`src/rtl/ps2_rx_if.sv`:
```
// Received-byte bus from the PS/2 receiver to the keyboard scan-code translator.
// The receiver drives it through the master modport; consumers use the slave modport.
interface ps2_rx_if;
  logic [7:0] keyb_data;
  logic       keyb_valid;
  logic       keyb_error;

  modport master (output keyb_data, output keyb_valid, output keyb_error);
  modport slave  (input  keyb_data, input  keyb_valid, input  keyb_error);
endinterface

```
`src/rtl/ps2_rx.sv`:
```
// PS/2 device-to-host receiver: synchronises and deglitches PS2_CLK/PS2_DAT and
// deserialises 11-bit frames. Each good byte is reported with a one-cycle strobe.
module ps2_rx #(
  parameter int FILTER_LEN  = 8,     // 2..32
  parameter int TIMEOUT_CYC = 20000  // 16..2^20
) (
  input  logic     wb_clk,
  input  logic     sys_init,
  input  logic     PS2_CLK,
  input  logic     PS2_DAT,
  ps2_rx_if.master keyb
);

  typedef enum logic [1:0] {
    IDLE,
    RECV,
    CHECK
  } state_t;

  localparam logic [19:0] TIMEOUT_LAST = 20'(TIMEOUT_CYC - 1);

  logic [1:0]            clk_sync;
  logic [1:0]            dat_sync;
  logic [FILTER_LEN-1:0] clk_taps;
  logic                  fclk;
  logic                  fclk_prev;
  logic                  sample_ev;
  logic                  dat_s;

  state_t      state;
  logic [3:0]  bitcnt;
  logic [9:0]  shreg;
  logic [19:0] tcnt;
  logic [7:0]  data_q;
  logic        valid_q;
  logic        error_q;

  // Front end: both lines reset to 1 so an idle bus produces no spurious edge.
  always_ff @(posedge wb_clk) begin
    // NOTE: every clocked assignment is non-blocking so all registers update from
    // pre-edge values; blocking here would collapse the synchroniser chains.
    if (sys_init) begin
      clk_sync  <= 2'b11;
      dat_sync  <= 2'b11;
      clk_taps  <= '1;
      fclk      <= 1'b1;
      fclk_prev <= 1'b1;
    end else begin
      clk_sync  <= {clk_sync[0], PS2_CLK};
      dat_sync  <= {dat_sync[0], PS2_DAT};
      clk_taps  <= {clk_taps[FILTER_LEN-2:0], clk_sync[1]};
      if (~|clk_taps) begin
        fclk <= 1'b0;
      end else if (&clk_taps) begin
        fclk <= 1'b1;
      end
      fclk_prev <= fclk;
    end
  end

  assign sample_ev = fclk_prev & ~fclk;
  assign dat_s     = dat_sync[1];

  // Frame FSM. The stop bit lands in CHECK so the verdict is taken from the full
  // shift register one cycle later, with the result pulse registered.
  always_ff @(posedge wb_clk) begin
    if (sys_init) begin
      state   <= IDLE;
      bitcnt  <= 4'd0;
      shreg   <= 10'd0;
      tcnt    <= 20'd0;
      data_q  <= 8'h00;
      valid_q <= 1'b0;
      error_q <= 1'b0;
    end else begin
      // NOTE: the strobes default low every cycle, so each branch below only
      // needs to raise one; this is what keeps them exactly one cycle wide.
      valid_q <= 1'b0;
      error_q <= 1'b0;
      case (state)
        IDLE: begin
          tcnt <= 20'd0;
          if (sample_ev && !dat_s) begin
            state  <= RECV;
            bitcnt <= 4'd0;
          end
        end
        RECV: begin
          if (sample_ev) begin
            shreg  <= {dat_s, shreg[9:1]};
            bitcnt <= bitcnt + 4'd1;
            tcnt   <= 20'd0;
            if (bitcnt == 4'd9) begin
              state <= CHECK;
            end
          end else if (tcnt == TIMEOUT_LAST) begin
            error_q <= 1'b1;
            tcnt    <= 20'd0;
            state   <= IDLE;
          end else begin
            tcnt <= tcnt + 20'd1;
          end
        end
        CHECK: begin
          // shreg[7:0] data, shreg[8] odd parity, shreg[9] stop
          if ((^shreg[8:0]) && shreg[9]) begin
            data_q  <= shreg[7:0];
            valid_q <= 1'b1;
          end else begin
            error_q <= 1'b1;
          end
          tcnt  <= 20'd0;
          state <= IDLE;
        end
        default: state <= IDLE;
      endcase
    end
  end

  assign keyb.keyb_data  = data_q;
  assign keyb.keyb_valid = valid_q;
  assign keyb.keyb_error = error_q;

endmodule

```
`src/flat_wrapper.sv`:
```
// flat-port wrapper written by rule: the top's interface ports become plain ports
module ps2_rx_flat 
#(
  parameter int FILTER_LEN  = 8,             
  parameter int TIMEOUT_CYC = 20000             
)
  (wb_clk, sys_init, PS2_CLK, PS2_DAT, keyb_keyb_data, keyb_keyb_valid, keyb_keyb_error);
  ps2_rx_if keyb_i ();
  input  logic wb_clk;
  input  logic sys_init;
  input  logic PS2_CLK;
  input  logic PS2_DAT;
  output wire logic [$bits(keyb_i.keyb_data)-1:0] keyb_keyb_data;
  output wire logic [$bits(keyb_i.keyb_valid)-1:0] keyb_keyb_valid;
  output wire logic [$bits(keyb_i.keyb_error)-1:0] keyb_keyb_error;
  assign keyb_keyb_data = keyb_i.keyb_data;
  assign keyb_keyb_valid = keyb_i.keyb_valid;
  assign keyb_keyb_error = keyb_i.keyb_error;
  ps2_rx #(.FILTER_LEN(FILTER_LEN), .TIMEOUT_CYC(TIMEOUT_CYC)) u_core (.wb_clk(wb_clk), .sys_init(sys_init), .PS2_CLK(PS2_CLK), .PS2_DAT(PS2_DAT), .keyb(keyb_i));
endmodule
```
`config.mk`:
```
export PLATFORM = sky130hd
export DESIGN_NAME = ps2_rx_flat
export DESIGN_NICKNAME = d
export VERILOG_FILES = /design/src/rtl/ps2_rx_if.sv /design/src/rtl/ps2_rx.sv /design/src/flat_wrapper.sv
export SDC_FILE = /design/constraint.sdc
export NUM_CORES = 1
export LEC_CHECK = 0
export CAP_MARGIN = 10
export CORE_MARGIN = 1
export CORE_UTILIZATION = 35
export DETAILED_ROUTE_END_ITERATION = 8
export GPL_ROUTABILITY_DRIVEN = 1
export SLEW_MARGIN = 10
export SYNTH_ARGS = -nofsm -noshare
export SYNTH_HDL_FRONTEND = slang
export SYNTH_SLANG_ARGS = --single-unit
```
`constraint.sdc`:
```
create_clock -name wb_clk -period 2.2 [get_ports wb_clk]
set_clock_uncertainty 0.1 [all_clocks]
set_input_delay 0.44 -clock wb_clk [delete_from_list [all_inputs] [get_ports wb_clk]]
set_output_delay 0.44 -clock wb_clk [all_outputs]
set_load 0.01 [all_outputs]
```
==> results by group, run 1 <==
Status
  • Status: completed

Setup path
  • CP endpoint kind: flop
  • CP max FO: 10
  • Startpoint types: flop
  • Worst Setup Path Type: reg2reg
  • Req. time, crit path: 2.33 ns
  • Worst R2R Path Depth: 8
  • Crit path DAT: 2.21 ns

Finish
  • Filler Cells Inserted: 696
  • Syn-to-layout area delta: 22.3%
  • Utilization after layout: 0.446
  • Fin nets: 353
  • Fraction of final layout cells sized beyond drive strength 1: 0.202
  • Non-Filler Instances: 446
  • ANT cells: 0
  • Multi-input logic area: 1390 um2
  • Finished Cell Area: 3270 um2
  • Storage cell area: 1200 um2

Yosys
  • Number of flops mapped to enable cells by yosys: 0
  • Count leader, synth: dfxtp_1
  • Main synth FF type: dfxtp_1
  • Avg Cell Area, Syn: 8.74 um2
  • Post-Syn Instances: 306
  • Syn nets: 317
  • Synth cell types: 46
  • Ys async rst share: 0
  • Synth cell count leaders: dfxtp_1 (60), nand2_1 (41), nor2_1 (29)
  • Synth area leader: dfxtp_1
  • Mapped Area: 2670 um2
  • Sequential area share after synthesis: 0.449
  • Yosys top cell area share: 0.449
  • Synth top area cells: dfxtp_1 (45%), nand2_1 (5.8%), a21oi_1 (4.3%)
  • Ys Warns: 0
  • Yosys reg bits: 60

Clock network
  • Clock tree buffer depth: 2
  • Clk Latency, worst-skew pair: 0.34 ns
  • Hold buffer count at CTS: 0
  • Setup bufs post-CTS: 0
  • CTS tree: built
  • Worst-path clk slew: 0.07 ns
  • Htree depth: 3
  • Root buf cell: clkbuf_8
  • Sink Count: 60
  • Inserted Clock Buffers: 9

Die
  • Core Region: 7330 um2
  • Vert. Die Dim: 89.4 um
  • Die Width: 89.4 um
  • Die ar.: 7990 um2
  • Initial Utilization: 0.365
  • FP Rows: 31
  • I/O Pins: 14

STA
  • Final Hold Viols: 0
  • Tmin final: 2.08 ns
  • Worst-margin pin slew: 0.469 ns
  • Worst rel slew slack: 0.684
  • Worst Slack Setup Final: 0.121 ns
  • Setup violations, final: 0
  • Final period util: 0.945
  • Hold_ws: 0.313 ns
  • Unrepaired setup endpoints after global routing: false
  • Fmax: 481 MHz
  • Max Slew Vio Count: 0
  • Final setup TNS: 0 ns

Worst hold path
  • Hold/Removal Path Class: reg2reg
  • Cell depth of the worst hold path: 1

Global route
  • Total track usage: 0.155
  • Congestion Overflow GR: 0
  • First-pass GRT wire length: 9490 um
  • Vias in the first global route: 2126
  • Initial antenna violation count: 0
  • Largest net degree at the start of global routing: 29

Routing
  • Final wirelength: 5570 um
  • Via Count: 2294
  • First drt pass iteration count: 4
  • Antenna Nets Post-Route: 0
  • WL/cell: 12.5 um
  • DRC viols: 0
  • Vias/cell: 5.14
  • Initial DRC count: 101

Place
  • Dpl cells: 430
  • IO buf count: 13
  • DP HPWL: 3850 um
  • Place WS: -0.00827 ns
  • Dpl cell area: 3060 um2
  • Gpl congestion: 0.803

Power and ir drop
  • Peak VDD IR: 292 uV
  • PD cells: 611 nW/um2
  • Leakage Power: 1.19 nW
  • Power after layout: 2.00 mW

Job
  • Maxcap violations: 0
[area by class of cell]
cell class,instances,area share
Clock buffer,9,0.0379
Clock inverter,7,0.0161
Inverter,9,0.0103
Multi-Input combinational cell,220,0.423
Sequential cell,60,0.368
Tap cell,99,0.0379
Timing Repair Buffer,42,0.106
[worst paths after layout]
check                             to  slack, ns                from
hold / removal    u_core.dat_sync[1]       0.31  u_core.dat_sync[0]
hold reg to reg   u_core.dat_sync[1]       0.31  u_core.dat_sync[0]
setup reg to reg      u_core.tcnt[8]       0.12      u_core.tcnt[1]
setup / recovery      u_core.tcnt[8]       0.12      u_core.tcnt[1]
[metal layers]
layer | GRT usage | vias up | share of wire
li1 | - | 1172 | -
met1 | 0.203 | 1065 | 0.49
met2 | 0.241 | 49 | 0.46
met3 | 0.0434 | 8 | 0.041
met4 | 0.0649 | 0 | 0.0090
met5 | 0 | - | 0
[registers in the layout (all words and copies together) (netlist names)]
name                    cells
u_core.keyb.keyb_data       8
u_core.keyb.keyb_valid      1
u_core.state                2
u_core.fclk_prev            1
u_core.keyb.keyb_error      1
u_core.clk_sync             2
u_core.shreg               10
u_core.dat_sync             2
u_core.tcnt                20
u_core.bitcnt               4
u_core.fclk                 1
u_core.clk_taps             8
[critical path, cell delays in order, from the launching register on]
cell and delay (ns):
dfxtp_2 0.36, ha_4 0.14, nor4b_4 0.18, nand4_1 0.12, or3_4 0.38, and2_4 0.18
buf_6 0.13, a21o_1 0.15, a32o_1 0.24
[report_power, final]
group | internal (mW) | switching, mW | leakage, nW
sequential | 1.09 | 0.00207 | 0.486
combinational | 0.0102 | 0.0194 | 0.612
clock | 0.413 | 0.464 | 0.0896
[layout by cell type (no fill, tap or decap), types with 4 or more instances in the layout]
master           instances
dfxtp_1                 57
nand2_1                 41
nor2_1                  29
buf_4                   28
a21oi_1                 23
or2_2                   13
a311oi_1                12
clkdlybuf4s50_1         12
nand3_1                 11
o21ai_0                 10
inv_1                    9
mux2i_1                  9
clkbuf_8                 9
nand4_1                  8
nor3_1                   6
xnor2_1                  6
ha_1                     6
a31oi_1                  4
nand2b_1                 4
[cells by family (layout without fill, tap and decap cells)]
| group | count (synthesis) | after routing | synth area share |
|---|---|---|---|
| AO/OA/AOI/OAI | 68 | 68 | 0.170 |
| XOR/XNOR | 10 | 10 | 0.0379 |
| adder cells (fa/ha/maj) | 7 | 7 | 0.0328 |
| buffers and inverters | 26 | 67 | 0.0463 |
| flip-flops | 60 | 60 | 0.449 |
| multiplexers | 9 | 9 | 0.0337 |
| AND/OR/NAND/NOR | 126 | 126 | 0.230 |
[repair_timing]
action,CTS,global route
gates resized for setup,3,6
endpoints found under the setup margin,1,9
pin swaps,0,3
Note: power is estimated with default switching activity, not from simulation.
==> run 2: changes to the inputs <==
--- a/config.mk
+++ b/config.mk
@@ -8,8 +8,10 @@
 export CAP_MARGIN = 10
 export CORE_MARGIN = 1
 export CORE_UTILIZATION = 35
+export CTS_CLUSTER_SIZE = 25
 export DETAILED_ROUTE_END_ITERATION = 8
 export GPL_ROUTABILITY_DRIVEN = 1
+export MAX_ROUTING_LAYER = met4
 export SLEW_MARGIN = 10
 export SYNTH_ARGS = -nofsm -noshare
 export SYNTH_HDL_FRONTEND = slang
==> results by group, run 2 (synthesis gave the netlist of run 1 again) <==
Clock network
  • Sink Count: 60 (unchanged)
  • Htree depth: 3 (unchanged)
  • Clock tree buffer depth: 2 (unchanged)
  • Root buf cell: clkbuf_8 (unchanged)
  • Clk Latency, worst-skew pair: 0.34 ns (about the same)
  • Worst-path clk slew: 0.07 ns (about the same)
  • Setup bufs post-CTS: 0 (unchanged)
  • Inserted Clock Buffers: 9 (unchanged)
  • CTS tree: built (unchanged)

Die
  • Vert. Die Dim: 89.4 um (unchanged)
  • Die Width: 89.4 um (unchanged)
  • Die ar.: 7990 um2 (unchanged)
  • Initial Utilization: 0.365 (unchanged)
  • FP Rows: 31 (unchanged)
  • I/O Pins: 14 (unchanged)
  • Core Region: 7330 um2 (unchanged)

Power and ir drop
  • Peak VDD IR: 292 uV (about the same)
  • Leakage Power: 1.19 nW (unchanged)
  • Power Internal: 1.51 mW (about the same)
  • PD cells: 611 nW/um2 (about the same)
  • Comb power frac: 0.015 (about the same)
  • Clock share of power: 0.439 (about the same)
  • Net Sw Power: 0.486 mW (was 0.485 mW)
  • Net Sw Frac: 0.243 (about the same)
  • Sequential share of power: 0.546 (about the same)

Setup path
  • Crit path DAT: 2.21 ns (about the same)
  • Worst Setup Path Type: reg2reg (unchanged)
  • CP endpoint kind: flop (unchanged)
  • CP max FO: 10 (unchanged)
  • Slowest Stage Delay on Critical Path: 0.38 ns (about the same)
  • Crit path cell chain: ha_4 > nor4b_4 > nand4_1 > or3_4 > and2_4 > buf_6 > a21o_1 > a32o_1 (unchanged)
  • Critical path buffers and inverters: 1 (unchanged)
  • Startpoint types: flop (unchanged)
  • Req. time, crit path: 2.33 ns (about the same)
  • CP delay by family, top: simple AND/OR/NAND/NOR gates (unchanged)
  • Reg2reg setup slack: 0.12 ns (about the same)
  • Slowest cell on crit path: or3_4 (unchanged)

Place
  • DP HPWL: 3850 um (unchanged)
  • Gpl congestion: 0.815 (was 0.803)
  • Place WS: -0.00827 ns (unchanged)
  • Dpl cells: 430 (unchanged)
  • IO buf count: 13 (unchanged)

Global route
  • Total track usage: 0.161 (was 0.155)
  • Initial antenna violation count: 0 (unchanged)
  • First-pass GRT wire length: 9480 um (was 9490 um)
  • Congestion Overflow GR: 0 (unchanged)
  • Largest net degree at the start of global routing: 29 (unchanged)
  • Vias in the first global route: 2119 (was 2126)

Finish
  • Filler Cells Inserted: 696 (unchanged)
  • Fraction of final layout cells sized beyond drive strength 1: 0.202 (unchanged)
  • Non-Filler Instances: 446 (unchanged)
  • ANT cells: 0 (unchanged)
  • Syn-to-layout area delta: 22.3% (unchanged)
  • Commonest non-fill, non-tap cell in the layout: dfxtp_1 (unchanged)
  • Fin nets: 353 (unchanged)
  • Number of flip-flops under the largest register name: 20 (unchanged)
  • Utilization after layout: 0.446 (unchanged)
  • Largest register by flop count: u_core.tcnt (unchanged)
  • Biggest registers after layout: u_core.tcnt: 20 flops, u_core.shreg: 10 flops (unchanged)
  • Most frequent cells in the layout: dfxtp_1 (57), nand2_1 (41), nor2_1 (29), buf_4 (28), a21oi_1 (23) (unchanged)

STA
  • Tmin final: 2.08 ns (about the same)
  • Worst Slack Setup Final: 0.121 ns (about the same)
  • Final setup TNS: 0 ns (unchanged)
  • Worst-margin pin slew: 0.469 ns (about the same)
  • Hold_ws: 0.313 ns (about the same)
  • Final Hold Viols: 0 (unchanged)
  • Max Slew Vio Count: 0 (unchanged)
  • Worst rel slew slack: 0.684 (about the same)
  • Unrepaired setup endpoints after global routing: false (unchanged)
  • Final period util: 0.945 (about the same)
  • Fmax: 481 MHz (about the same)
  • Setup violations, final: 0 (unchanged)

Routing
  • Antenna Nets Post-Route: 0 (unchanged)
  • First drt pass iteration count: 4 (unchanged)
  • Final wirelength: 5550 um (was 5570 um)
  • WL/cell: 12.4 um (was 12.5 um)
  • Vias/cell: 5.13 (was 5.14)
  • Initial DRC count: 103 (was 101)
  • Via Count: 2286 (was 2294)
  • DRC viols: 0 (unchanged)

Status
  • Status: completed (unchanged)

Job
  • Maxcap violations: 0 (unchanged)

Worst hold path
  • Hold/Removal Path Class: reg2reg (unchanged)
[run 2: cell counts in the layout (fill, tap and decap cells not counted)]
No cell type changed its count.
[run 2: layer usage]
metal / track usage / share of wire / vias up
li1: - / - / 1172
met1: 0.203 / 0.50 / 1068
met2: 0.241 / 0.46 / 41
met3: 0.0489 / 0.033 / 5
met4: 0.0606 / 0.012 / 0
met5: - / 0 / -
[run 2: final timing paths]
check	start	end	cells past startpoint
max reg2reg	u_core.tcnt[1]	u_core.tcnt[8]	8
min reg2reg	u_core.dat_sync[0]	u_core.dat_sync[1]	1
min	u_core.dat_sync[0]	u_core.dat_sync[1]	1
max	u_core.tcnt[1]	u_core.tcnt[8]	8
[run 2: power by group through the flow]
stage | Clock (mW) | Combinational (mW) | Sequential [mW]
4_1_cts | 0.909 | 0.0306 | 1.09
5_1_grt | 0.972 | 0.0335 | 1.09
3_5_place_dp | 0 | 0.0306 | 1.12
3_3_place_gp | 0 | 0.0305 | 1.12
6_report | 0.877 | 0.0298 | 1.09
2_1_floorplan | 0 | 0.0189 | 1.12
[run 2: final cells by class]
cell class / count / area [um2] / share of cell area
Timing Repair Buffer: 42 / 347 / 0.106
Multi-Input combinational cell: 220 / 1390 / 0.423
Clock buffer: 9 / 124 / 0.0379
Clock inverter: 7 / 52.6 / 0.0161
Tap cell: 99 / 124 / 0.0379
Inverter: 9 / 33.8 / 0.0103
Sequential cell: 60 / 1200 / 0.368
[run 2: worst register-to-register path: cells and delay by family (launching register included)]
family | cells | cell delay (ns)
buffers and inverters | 1 | 0.13
AND/OR/NAND/NOR | 4 | 0.86
adder cells (fa/ha/maj) | 1 | 0.14
flip-flops | 1 | 0.36
AO/OA/AOI/OAI | 2 | 0.39
[run 2: stage by stage]
stage                     power [mW]  instance area (um2)
after floorplan                 1.14                 2680
after global placement          1.15                 3060
after detailed placement        1.15                 3060
after CTS                       2.03                 3250
after global routing            2.10                 3270
final                           2.00                 3270
[run 2: repair_timing]
action	CTS	global route
pin swaps	0	3
gates resized for setup	3	6
setup endpoints to repair	1	9
hold buffers	0	0
